===== src/rtl/bus_arbiter_nxm_if.sv =====
`default_nettype none
// ==== bus_arbiter_nxm_if : bus bundle between masters, arbiter and slaves (rev 1.0) ====
interface bus_arbiter_nxm_if #(
  parameter int N_MASTER = 2,
  parameter int N_SLAVE  = 2,
  parameter int ADDR_W   = 16,
  parameter int DATA_W   = 64
);
  logic [N_MASTER-1:0]        m_req;
  logic [N_MASTER-1:0]        m_wr;
  logic [N_MASTER*ADDR_W-1:0] m_addr;
  logic [N_MASTER*DATA_W-1:0] m_dout;
  logic [N_MASTER-1:0]        m_grant;
  logic [DATA_W-1:0]          m_din;
  logic [N_SLAVE-1:0]         s_sel;
  logic                       s_wr;
  logic [ADDR_W-1:0]          s_addr;
  logic [DATA_W-1:0]          s_din;
  logic [N_SLAVE*DATA_W-1:0]  s_dout;
  logic                       dec_err;

  modport arb (
    input  m_req, m_wr, m_addr, m_dout, s_dout,
    output m_grant, m_din, s_sel, s_wr, s_addr, s_din, dec_err
  );

  modport master (
    output m_req, m_wr, m_addr, m_dout,
    input  m_grant, m_din, dec_err
  );

  modport slave (
    input  s_sel, s_wr, s_addr, s_din,
    output s_dout
  );
endinterface
`default_nettype wire


===== src/rtl/bus_arbiter_nxm.sv =====
`default_nettype none
// ==== bus_arbiter_nxm : N-master/M-slave round-robin bus with registered read return (rev 1.0) ====
// Optional BUS_QUANTUM_EN limits how long one owner may keep the bus while others wait.
module bus_arbiter_nxm #(
  parameter int N_MASTER = 2,
  parameter int N_SLAVE  = 2,
  parameter int ADDR_W   = 16,
  parameter int DATA_W   = 64,
  parameter int SEL_LSB  = 12,
  parameter int QUANTUM  = 16
) (
  input wire              clk,
  input wire              reset_n,
  bus_arbiter_nxm_if.arb  bus
);

  localparam int OWN_W = (N_MASTER > 1) ? $clog2(N_MASTER) : 1;
  localparam int SEL_W = (N_SLAVE > 1) ? $clog2(N_SLAVE) : 1;

  localparam logic [0:0] ST_IDLE = 1'b0;
  localparam logic [0:0] ST_OWN  = 1'b1;

  logic [0:0]          state_q, state_d;
  logic [OWN_W-1:0]    owner_q, owner_d;
  logic [OWN_W-1:0]    ptr_q, ptr_d;
  logic [N_MASTER-1:0] grant_q, grant_d;
  logic [SEL_W-1:0]    rsel_q, rsel_d;
  logic                rsel_vld_q, rsel_vld_d;
  logic                dec_err_q, dec_err_d;

  logic                owner_req;
  logic [N_MASTER-1:0] cand;
  logic [OWN_W-1:0]    win;
  logic                win_vld;
  logic [OWN_W-1:0]    ptr_nxt;
  logic                take;

  logic                active;
  logic [ADDR_W-1:0]   s_addr;
  logic [DATA_W-1:0]   s_din;
  logic                s_wr;
  logic [SEL_W-1:0]    idx;
  logic                idx_ok;
  logic [N_SLAVE-1:0]  s_sel;
  logic [DATA_W-1:0]   m_din;

`ifdef BUS_QUANTUM_EN
  logic [7:0] cnt_q, cnt_d;
  logic       quantum_hit;

  assign quantum_hit = (cnt_q == 8'(QUANTUM));

  always_ff @(posedge clk or negedge reset_n) begin
    if (!reset_n) cnt_q <= '0;
    else          cnt_q <= cnt_d;
  end
`else
  logic [7:0] unused_quantum;
  assign unused_quantum = 8'(QUANTUM);
`endif

  always_ff @(posedge clk or negedge reset_n) begin
    if (!reset_n) begin
      state_q    <= ST_IDLE;
      owner_q    <= '0;
      ptr_q      <= '0;
      grant_q    <= '0;
      rsel_q     <= '0;
      rsel_vld_q <= 1'b0;
      dec_err_q  <= 1'b0;
    end else begin
      state_q    <= state_d;
      owner_q    <= owner_d;
      ptr_q      <= ptr_d;
      grant_q    <= grant_d;
      rsel_q     <= rsel_d;
      rsel_vld_q <= rsel_vld_d;
      dec_err_q  <= dec_err_d;
    end
  end

  always_comb begin
    owner_req = 1'b0;
    for (int i = 0; i < N_MASTER; i++) begin
      if (owner_q == OWN_W'(i)) owner_req = bus.m_req[i];
    end
  end

  // The current owner is masked out so a forced handoff never re-selects it.
  assign cand = (state_q == ST_OWN) ? (bus.m_req & ~grant_q) : bus.m_req;

  always_comb begin
    int pos;
    win     = '0;
    win_vld = 1'b0;
    pos     = 0;
    for (int k = 0; k < N_MASTER; k++) begin
      pos = int'(ptr_q) + k;
      if (pos >= N_MASTER) pos = pos - N_MASTER;
      for (int i = 0; i < N_MASTER; i++) begin
        if (!win_vld && cand[i] && (pos == i)) begin
          win     = OWN_W'(i);
          win_vld = 1'b1;
        end
      end
    end
    if (int'(win) == N_MASTER - 1) ptr_nxt = '0;
    else                           ptr_nxt = win + OWN_W'(1);
  end

  always_comb begin
    state_d = state_q;
    owner_d = owner_q;
    ptr_d   = ptr_q;
    take    = 1'b0;
`ifdef BUS_QUANTUM_EN
    cnt_d   = cnt_q;
`endif
    case (state_q)
      ST_IDLE: take = win_vld;
      ST_OWN: begin
        if (!owner_req) begin
          take = win_vld;
          if (!win_vld) state_d = ST_IDLE;
        end
`ifdef BUS_QUANTUM_EN
        else if (quantum_hit && win_vld) begin
          take = 1'b1;
        end else if (!quantum_hit) begin
          cnt_d = cnt_q + 8'd1;
        end
`endif
      end
      default: state_d = ST_IDLE;
    endcase
    if (take) begin
      state_d = ST_OWN;
      owner_d = win;
      ptr_d   = ptr_nxt;
`ifdef BUS_QUANTUM_EN
      cnt_d   = 8'd1;
`endif
    end
  end

  always_comb begin
    for (int i = 0; i < N_MASTER; i++) begin
      grant_d[i] = (state_d == ST_OWN) && (owner_d == OWN_W'(i));
    end

    active = (state_q == ST_OWN) && owner_req;
    s_addr = '0;
    s_din  = '0;
    s_wr   = 1'b0;
    for (int i = 0; i < N_MASTER; i++) begin
      if (active && grant_q[i]) begin
        s_addr = bus.m_addr[i*ADDR_W +: ADDR_W];
        s_din  = bus.m_dout[i*DATA_W +: DATA_W];
        s_wr   = bus.m_wr[i];
      end
    end

    idx    = s_addr[SEL_LSB +: SEL_W];
    idx_ok = (int'(idx) < N_SLAVE);
    s_sel  = '0;
    for (int s = 0; s < N_SLAVE; s++) begin
      s_sel[s] = active && idx_ok && (idx == SEL_W'(s));
    end

    rsel_d     = idx;
    rsel_vld_d = active && !s_wr && idx_ok;
    dec_err_d  = active && !idx_ok;

    m_din = '0;
    for (int s = 0; s < N_SLAVE; s++) begin
      if (rsel_vld_q && (rsel_q == SEL_W'(s))) m_din = bus.s_dout[s*DATA_W +: DATA_W];
    end
  end

  assign bus.m_grant = grant_q;
  assign bus.m_din   = m_din;
  assign bus.s_sel   = s_sel;
  assign bus.s_wr    = s_wr;
  assign bus.s_addr  = s_addr;
  assign bus.s_din   = s_din;
  assign bus.dec_err = dec_err_q;

endmodule
`default_nettype wire


===== src/flat_wrapper.sv =====
// flat-port wrapper written by rule: the top's interface ports become plain ports
module bus_arbiter_nxm_flat 
#(
  parameter int N_MASTER = 2,
  parameter int N_SLAVE  = 2,
  parameter int ADDR_W   = 16,
  parameter int DATA_W   = 64,
  parameter int SEL_LSB  = 12,
  parameter int QUANTUM  = 16
)
  (clk, reset_n, bus_m_req, bus_m_wr, bus_m_addr, bus_m_dout, bus_s_dout, bus_m_grant, bus_m_din, bus_s_sel, bus_s_wr, bus_s_addr, bus_s_din, bus_dec_err);
  bus_arbiter_nxm_if #(.N_MASTER(N_MASTER), .N_SLAVE(N_SLAVE), .ADDR_W(ADDR_W), .DATA_W(DATA_W)) bus_i ();
  input wire clk;
  input wire reset_n;
  input wire logic [$bits(bus_i.m_req)-1:0] bus_m_req;
  input wire logic [$bits(bus_i.m_wr)-1:0] bus_m_wr;
  input wire logic [$bits(bus_i.m_addr)-1:0] bus_m_addr;
  input wire logic [$bits(bus_i.m_dout)-1:0] bus_m_dout;
  input wire logic [$bits(bus_i.s_dout)-1:0] bus_s_dout;
  output wire logic [$bits(bus_i.m_grant)-1:0] bus_m_grant;
  output wire logic [$bits(bus_i.m_din)-1:0] bus_m_din;
  output wire logic [$bits(bus_i.s_sel)-1:0] bus_s_sel;
  output wire logic [$bits(bus_i.s_wr)-1:0] bus_s_wr;
  output wire logic [$bits(bus_i.s_addr)-1:0] bus_s_addr;
  output wire logic [$bits(bus_i.s_din)-1:0] bus_s_din;
  output wire logic [$bits(bus_i.dec_err)-1:0] bus_dec_err;
  assign bus_i.m_req = bus_m_req;
  assign bus_i.m_wr = bus_m_wr;
  assign bus_i.m_addr = bus_m_addr;
  assign bus_i.m_dout = bus_m_dout;
  assign bus_i.s_dout = bus_s_dout;
  assign bus_m_grant = bus_i.m_grant;
  assign bus_m_din = bus_i.m_din;
  assign bus_s_sel = bus_i.s_sel;
  assign bus_s_wr = bus_i.s_wr;
  assign bus_s_addr = bus_i.s_addr;
  assign bus_s_din = bus_i.s_din;
  assign bus_dec_err = bus_i.dec_err;
  bus_arbiter_nxm #(.N_MASTER(N_MASTER), .N_SLAVE(N_SLAVE), .ADDR_W(ADDR_W), .DATA_W(DATA_W), .SEL_LSB(SEL_LSB), .QUANTUM(QUANTUM)) u_core (.clk(clk), .reset_n(reset_n), .bus(bus_i));
endmodule

===== config.mk =====
export PLATFORM = sky130hd
export DESIGN_NAME = bus_arbiter_nxm_flat
export DESIGN_NICKNAME = d
export VERILOG_FILES = /design/src/rtl/bus_arbiter_nxm_if.sv /design/src/rtl/bus_arbiter_nxm.sv /design/src/flat_wrapper.sv
export SDC_FILE = /design/constraint.sdc
export NUM_CORES = 1
export LEC_CHECK = 0
export ABC_AREA = 1
export BUFFER_PORTS_ARGS = -buffer_cell sky130_fd_sc_hd__buf_2
export CORE_AREA = 2 2 174 176
export DETAILED_ROUTE_END_ITERATION = 10
export DIE_AREA = 0 0 176 178
export SLEW_MARGIN = 20
export SYNTH_ARGS = -nofsm -noshare
export SYNTH_HDL_FRONTEND = slang
export SYNTH_SLANG_ARGS = --single-unit

===== constraint.sdc =====
create_clock -name clk -period 1.5 [get_ports clk]
set_input_delay 0.15 -clock clk [delete_from_list [all_inputs] [get_ports clk]]
set_output_delay 0.15 -clock clk [all_outputs]
set_load 0.02 [all_outputs]

==> results of run 1 <==
## worst max-delay path by stage
stage	slack, ns	from	end
global route	-0.38	flip-flop	bus_s_din[53]
detailed placement	-0.21	flip-flop	bus_s_addr[1]
global placement	-0.21	flip-flop	bus_s_addr[1]
finish	-0.34	flip-flop	bus_s_addr[15]
CTS	-0.39	flip-flop	bus_s_din[32]
floorplan	0.03	u_core.bus.m_grant[1]$_DFF_PN0_	bus_s_sel[0]
## report_power, final
| group | leakage, nW | internal (mW) | switching [mW] | total (mW) |
|---|---|---|---|---|
| combinational | 4.31 | 8.33 | 9.40 | 17.7 |
| clock | 0.0382 | 0.354 | 0.107 | 0.461 |
| sequential | 0.0810 | 0.293 | 0.116 | 0.409 |
| total | 4.43 | 8.98 | 9.62 | 18.6 |
## cell families (layout without fill, tap and decap cells)
logic type	after synthesis	after routing
buf+inv	62	544
compound gates	1	1
other cells	1	2
flops	7	7
simple gates	465	465
## through the flow
step                      worst slack (ns)  std cells  area, sq um  power (mW)  hold WS [ns]
after floorplan                    0.02863        536         2481       5.776       -0.1456
after global placement             -0.2053       1342         5264       9.538     -0.005073
after detailed placement           -0.2138       1342         5264       9.602      0.002251
after CTS                          -0.3898       1401         7715       16.06        0.2661
after global routing               -0.3843       1408         8972       19.38        0.2721
final                              -0.3404       1409         8975       18.60        0.2486
## per-layer routing
| layer | up-vias | routed length [um] |
|---|---|---|
| met3 | 59 | 2375 |
| met1 | 2784 | 11330 |
| met2 | 391 | 14690 |
| li1 | 2750 | - |
| met4 | 4 | 820 |
| met5 | - | 25 |
## layout by cell type, fill, tap and decap left out, drive strengths merged
master       netlist  layout
a21oi              1       1
buf               27     518
clkbuf            25      15
conb               1       1
dfrtp              7       7
diode              0       1
dlygate4sd3        0       1
inv               10      10
nand2            245     245
nand3            211     211
nor2               9       9
## layout make-up
type / count / share of cell area
well taps: 390 / 0.05437
clock buffers: 4 / 0.008783
flip-flops and latches: 7 / 0.02008
repair buffers: 530 / 0.5323
diodes: 1 / 0.0002788
inverters: 10 / 0.005995
multi-input cells: 467 / 0.3782
## worst max-delay path, cell delays in order, from the launching register on
cell     delay, ns
dfrtp_1       0.39
inv_2         0.08
nand2_4       0.08
nand2_4       0.07
nor2_4        0.15
buf_12        0.18
buf_16        0.15
nand3_1       0.09
nand2_2       0.12
buf_6         0.13
## what timing repair did
action,CTS,global route
gates resized for setup,411,266
endpoints found under the setup margin,147,149
endpoints found under the hold margin,7,0
pin swaps,49,90
hold buffers,1,0
cloned,21,11
buffers inserted,33,12
==> impl_metrics.tcl, run 1 <==
set metrics [dict create \
    synth_flop_cell "dfrtp_1" \
    fin_crit_sh 1.227 \
    r2r_slack_ns 0.02 \
    cts_max_level 1 \
    drtIter0Drc 252 \
    fillers 3013 \
    synth_top_cell_by_area "nand3_1" \
    clock_latency_ns 0.23 \
    crit_fanout 12 \
    dp_hpwl_mm 20.00 \
    synth_top_family_by_area "simple AND/OR/NAND/NOR gates" \
    vias_per_cell 4.250 \
    setup_slack_ns -0.3404 \
    top_level_ports 444 \
    coreArea_sq_um 29400 \
    yosysSeqAreaShare 0.07060 \
    r2r-end "u_core.bus.m_grant[0]$_DFF_PN0_" \
    synth_most_common_cell "nand2_1" \
    rsz0062_at_grt "true" \
    netlist_top_cells_count "nand2_1, nand3_1, clkbuf_1" \
    ys_warn_count 0 \
    synth_area_leaders "nand3_1, nand2_1, dfrtp_1, buf_2, clkbuf_1" \
    synthSimpleGateAreaFrac 0.8180 \
    met3_usage 0.03261 \
    die-area_sq_um 31330 \
    worst_ep_arrival_time_ns 1.69 \
    overflow 0 \
    syn_nets 830 \
    fin_util 0.3052 \
    critPathLaunchType "flip-flop" \
    postSynth.asyncResetShare 1.000 \
    ys_ff_latch 7 \
    synth_compound_area_frac 0.002017 \
    fin_nets 1313 \
    syn_area_per_cell_sq_um 4.629 \
    cap_viol_max_count 0 \
    grt_max_degree 48 \
    setup_viol 145 \
    final_hold_viol_count 0 \
    met2_usage 0.2925 \
    cts_sinks 7 \
    clockBufferDepth 2 \
    powerDensity_nw_per_um2 2072 \
    numPortBuffers 442 \
    synth-adder-area-share 0 \
    totalWireLength_mm 29.24 \
    grtUsageMet1 0.1864 \
    drv_slew 0 \
    vias 5988 \
    worstPathRequired_ns 1.35 \
    placementRows 63 \
    cts_tree "built" \
    grtUsageTotal 0.1565 \
    avgRoutedWirePerCell_um 20.75 \
    period_needed_ns 1.840 \
    synth.distinct_cells 14 \
    min_from "bus_m_wr[1]" \
    cp-end-kind "output pin" \
    die_h_um 178 \
    grt_pass1_vias 5653 \
    drc_errors 0 \
    synth-edff-count 0 \
    antenna_found_initial 5 \
    hold_class "in -> reg" \
    max_freq_mhz 543.4 \
    gp_congestion 0.8854 \
    multi_input_area_sq_um 3395 \
    tns_ns -29.82 \
    synth_mux_area_frac 0 \
    p_leak_nw 4.434 \
    ant_nets 0 \
    syn2layout_area_growth_pct 261.7 \
    die_width_um 176 \
    gr-max-usage-layer "met2" \
    clk_pin_slew_ns 0.04 \
    violations "negative setup slack" \
    syn_area_sq_um 2481 \
    area.sequential_sq_um 180.2 \
    whs_path_depth 4 \
    syn_inst 536 \
    critical_path_class "reg -> out" \
    synth_top_area_share 0.4256 \
    rr_worst_depth 9 \
    status "complete, but fails checks" \
    ir_worst_vdd_uv 889.8 \
    root_buffer "clkbuf_16" \
    grt_first_pass_wirelength_mm 36.20 \
    cts_buffers 3 \
    min_to "u_core.rsel_vld_q$_DFF_PN0_" \
    fin_worst_skew_ns 0.004276 \
    start_util 0.08439 \
    synth-xor-area-share 0 \
    drive_above_1_share 0.7642 \
    first_pass_iters 5 \
]
No activity file was read; power rests on OpenSTA's default activity.
==> run 2: changes to the inputs <==
ABC_AREA = default   (was 1)
CORE_AREA = 2 2 170 172   (was 2 2 174 176)
DIE_AREA = 0 0 172 174   (was 0 0 176 178)
==> impl_metrics.tcl, run 2 <==
set metrics [dict create \
    die_width_um 172 \
    p_leak_nw 3.145 \
    cp_slowest_stage_delay_ns 0.37 \
    fillers 3129 \
    root_buffer "clkbuf_16" \
    ant_nets 0 \
    antenna_found_initial 0 \
    layout_commonest_cell "buf_2" \
    cts_tree "built" \
    dp_hpwl_mm 11.78 \
    status "complete, but fails checks" \
    clock_latency_ns 0.23 \
    final_area_sq_um 6041 \
    synth.distinct_cells 29 \
    drv_slew 0 \
    die-area_sq_um 29930 \
    clk_pin_slew_ns 0.04 \
    synth_area_leaders "a22o_1, mux2i_1, nor2b_1, dfrtp_1, buf_6" \
    final_hold_viol_count 0 \
    critPathLaunchType "flip-flop" \
    hold_class "in -> reg" \
    diodes 0 \
    totalWireLength_mm 15.90 \
    netlist_top_cells_count "a22o_1, mux2i_1, nor2b_1" \
    area.sequential_sq_um 178.9 \
    drtIter0Drc 172 \
    ys_ff_latch 7 \
    cts_sinks 7 \
    numPortBuffers 442 \
    cap_viol_max_count 0 \
    gp_congestion 0.7978 \
    vias 4222 \
    fin_worst_skew_ns 0.0003310 \
    overflow 0 \
    critPathBufInv 3 \
    syn_area_per_cell_sq_um 8.440 \
    slowest_stage "dfrtp_1" \
    synth_top_cell_by_area "a22o_1" \
    drive_above_1_share 0.7030 \
    critPathTopFamily "buffers and inverters" \
    cp_cell_sequence "mux2i_2 -> and3b_2 -> buf_12 -> clkbuf_16 -> a22o_1 -> buf_2" \
    avgRoutedWirePerCell_um 14.22 \
    ys_warn_count 0 \
    multi_input_area_sq_um 2117 \
    first_pass_iters 4 \
    violations "negative setup slack" \
    max_freq_mhz 507.1 \
    top_level_ports 444 \
    synth_flop_cell "dfrtp_1" \
    yosysSeqAreaShare 0.07439 \
    grt_first_pass_wirelength_mm 18.45 \
    worstPathRequired_ns 1.35 \
    die_h_um 174 \
    cts_max_level 1 \
    cp-end-kind "output pin" \
    crit_fanout 19 \
    layout_common_cells "buf_2, buf_4, a22o_1" \
    syn2layout_area_growth_pct 156.5 \
    syn_area_sq_um 2355 \
    dp_worst_setup_slack_ns -0.2210 \
    cts_buffers 3 \
    grt_pass1_vias 3605 \
    syn_inst 279 \
    fin_nets 1029 \
    coreArea_sq_um 28240 \
    syn_nets 573 \
    synth_top_area_share 0.3050 \
    setup_slack_ns -0.4720 \
    placementRows 62 \
    drc_errors 0 \
    clockBufferDepth 2 \
    powerDensity_nw_per_um2 1210 \
    grt_max_degree 83 \
    fin_crit_sh 1.315 \
    rsz0062_at_grt "true" \
    dpl_cell_area_sq_um 5186 \
    start_util 0.08339 \
    ir_worst_vdd_uv 996.9 \
    grtUsageTotal 0.07637 \
    critical_path_class "reg -> out" \
    setup_viol 150 \
    tns_ns -40.55 \
    synth-edff-count 0 \
    period_needed_ns 1.972 \
    postSynth.asyncResetShare 1.000 \
    holdWs_ns 0.1605 \
    synth_most_common_cell "a22o_1" \
    vias_per_cell 3.776 \
    worst_ep_arrival_time_ns 1.82 \
]
run 2: changes by cell type after synthesis, moves of 4 or more:
cell,before,now
nand2_1,243,2
nand3_1,211,1
a22o_1,0,82
mux2i_1,0,65
nor2b_1,0,65
clkbuf_1,25,6
buf_6,0,9
inv_1,9,2
nor2_1,7,1
buf_1,5,1
run 2: cell type report:
type,count,share of cell area
Clock buffer,4,0.01305
Inverter,2,0.001243
Multi-Input combinational cell,235,0.3505
Sequential cell,7,0.02962
Tap cell,384,0.07954
Timing Repair Buffer,486,0.5261
run 2: where the power goes:
| part | internal, mW | switching (mW) | leakage (nW) |
|---|---|---|---|
| Combinational | 3.23 | 3.29 | 3.02 |
| Clock | 0.354 | 0.103 | 0.0382 |
| Sequential | 0.267 | 0.0632 | 0.0836 |
| Total | 3.85 | 3.46 | 3.15 |
run 2: kinds of logic after synthesis:
group | share of synthesized area
AOI/OAI and AO/OA | 0.3348
buffers and inverters | 0.09883
DFF | 0.07439
muxes | 0.2859
other | 0.001593
and+or+nand+nor | 0.2046
run 2: worst paths after layout:
| kind | startpoint | end | slack [ns] | cells past startpoint |
|---|---|---|---|---|
| max reg2reg | flip-flop | u_core.rsel_q$_DFF_PN0_ | -0.12 | 5 |
| max | flip-flop | bus_s_din[50] | -0.47 | 6 |
| min in group asynchronous | reset_n | u_core.ptr_q$_DFFE_PN0N_ | 0.29 | 2 |
| min | bus_m_wr[0] | u_core.rsel_vld_q$_DFF_PN0_ | 0.16 | 2 |
| max in group asynchronous | reset_n | u_core.rsel_q$_DFF_PN0_ | 1.03 | 2 |
| min reg2reg | u_core.ptr_q$_DFFE_PN0N_ | u_core.ptr_q$_DFFE_PN0N_ | 0.53 | 1 |
run 2: metrics by stage:
| stage | std cells | power, mW | utilization |
|---|---|---|---|
| floorplan | 279 | 3.766 | - |
| global route | 1118 | 7.720 | 0.2139 |
| finish | 1118 | 7.308 | 0.2139 |
| global placement | 1096 | 5.538 | 0.1837 |
| CTS | 1101 | 6.166 | 0.1891 |
| detailed placement | 1096 | 5.585 | 0.1837 |
run 2: routing by layer:
metal  wire length (um)  global-route usage  vias to the layer above
li1                   -                   -                     1976
met1               6334             0.09923                     1984
met2               8160              0.1406                      260
met3               1358            0.007058                        2
met4                 50            0.006653                        0
met5                  0                   0                        -
run 2: repair_timing:
action,4_1_cts,5_1_grt
hold buffers,1,0
pin swaps,0,3
setup endpoints to repair,147,150
setup buffers,0,8
resized for setup,24,135
gates cloned,0,9
hold endpoints to repair,7,0
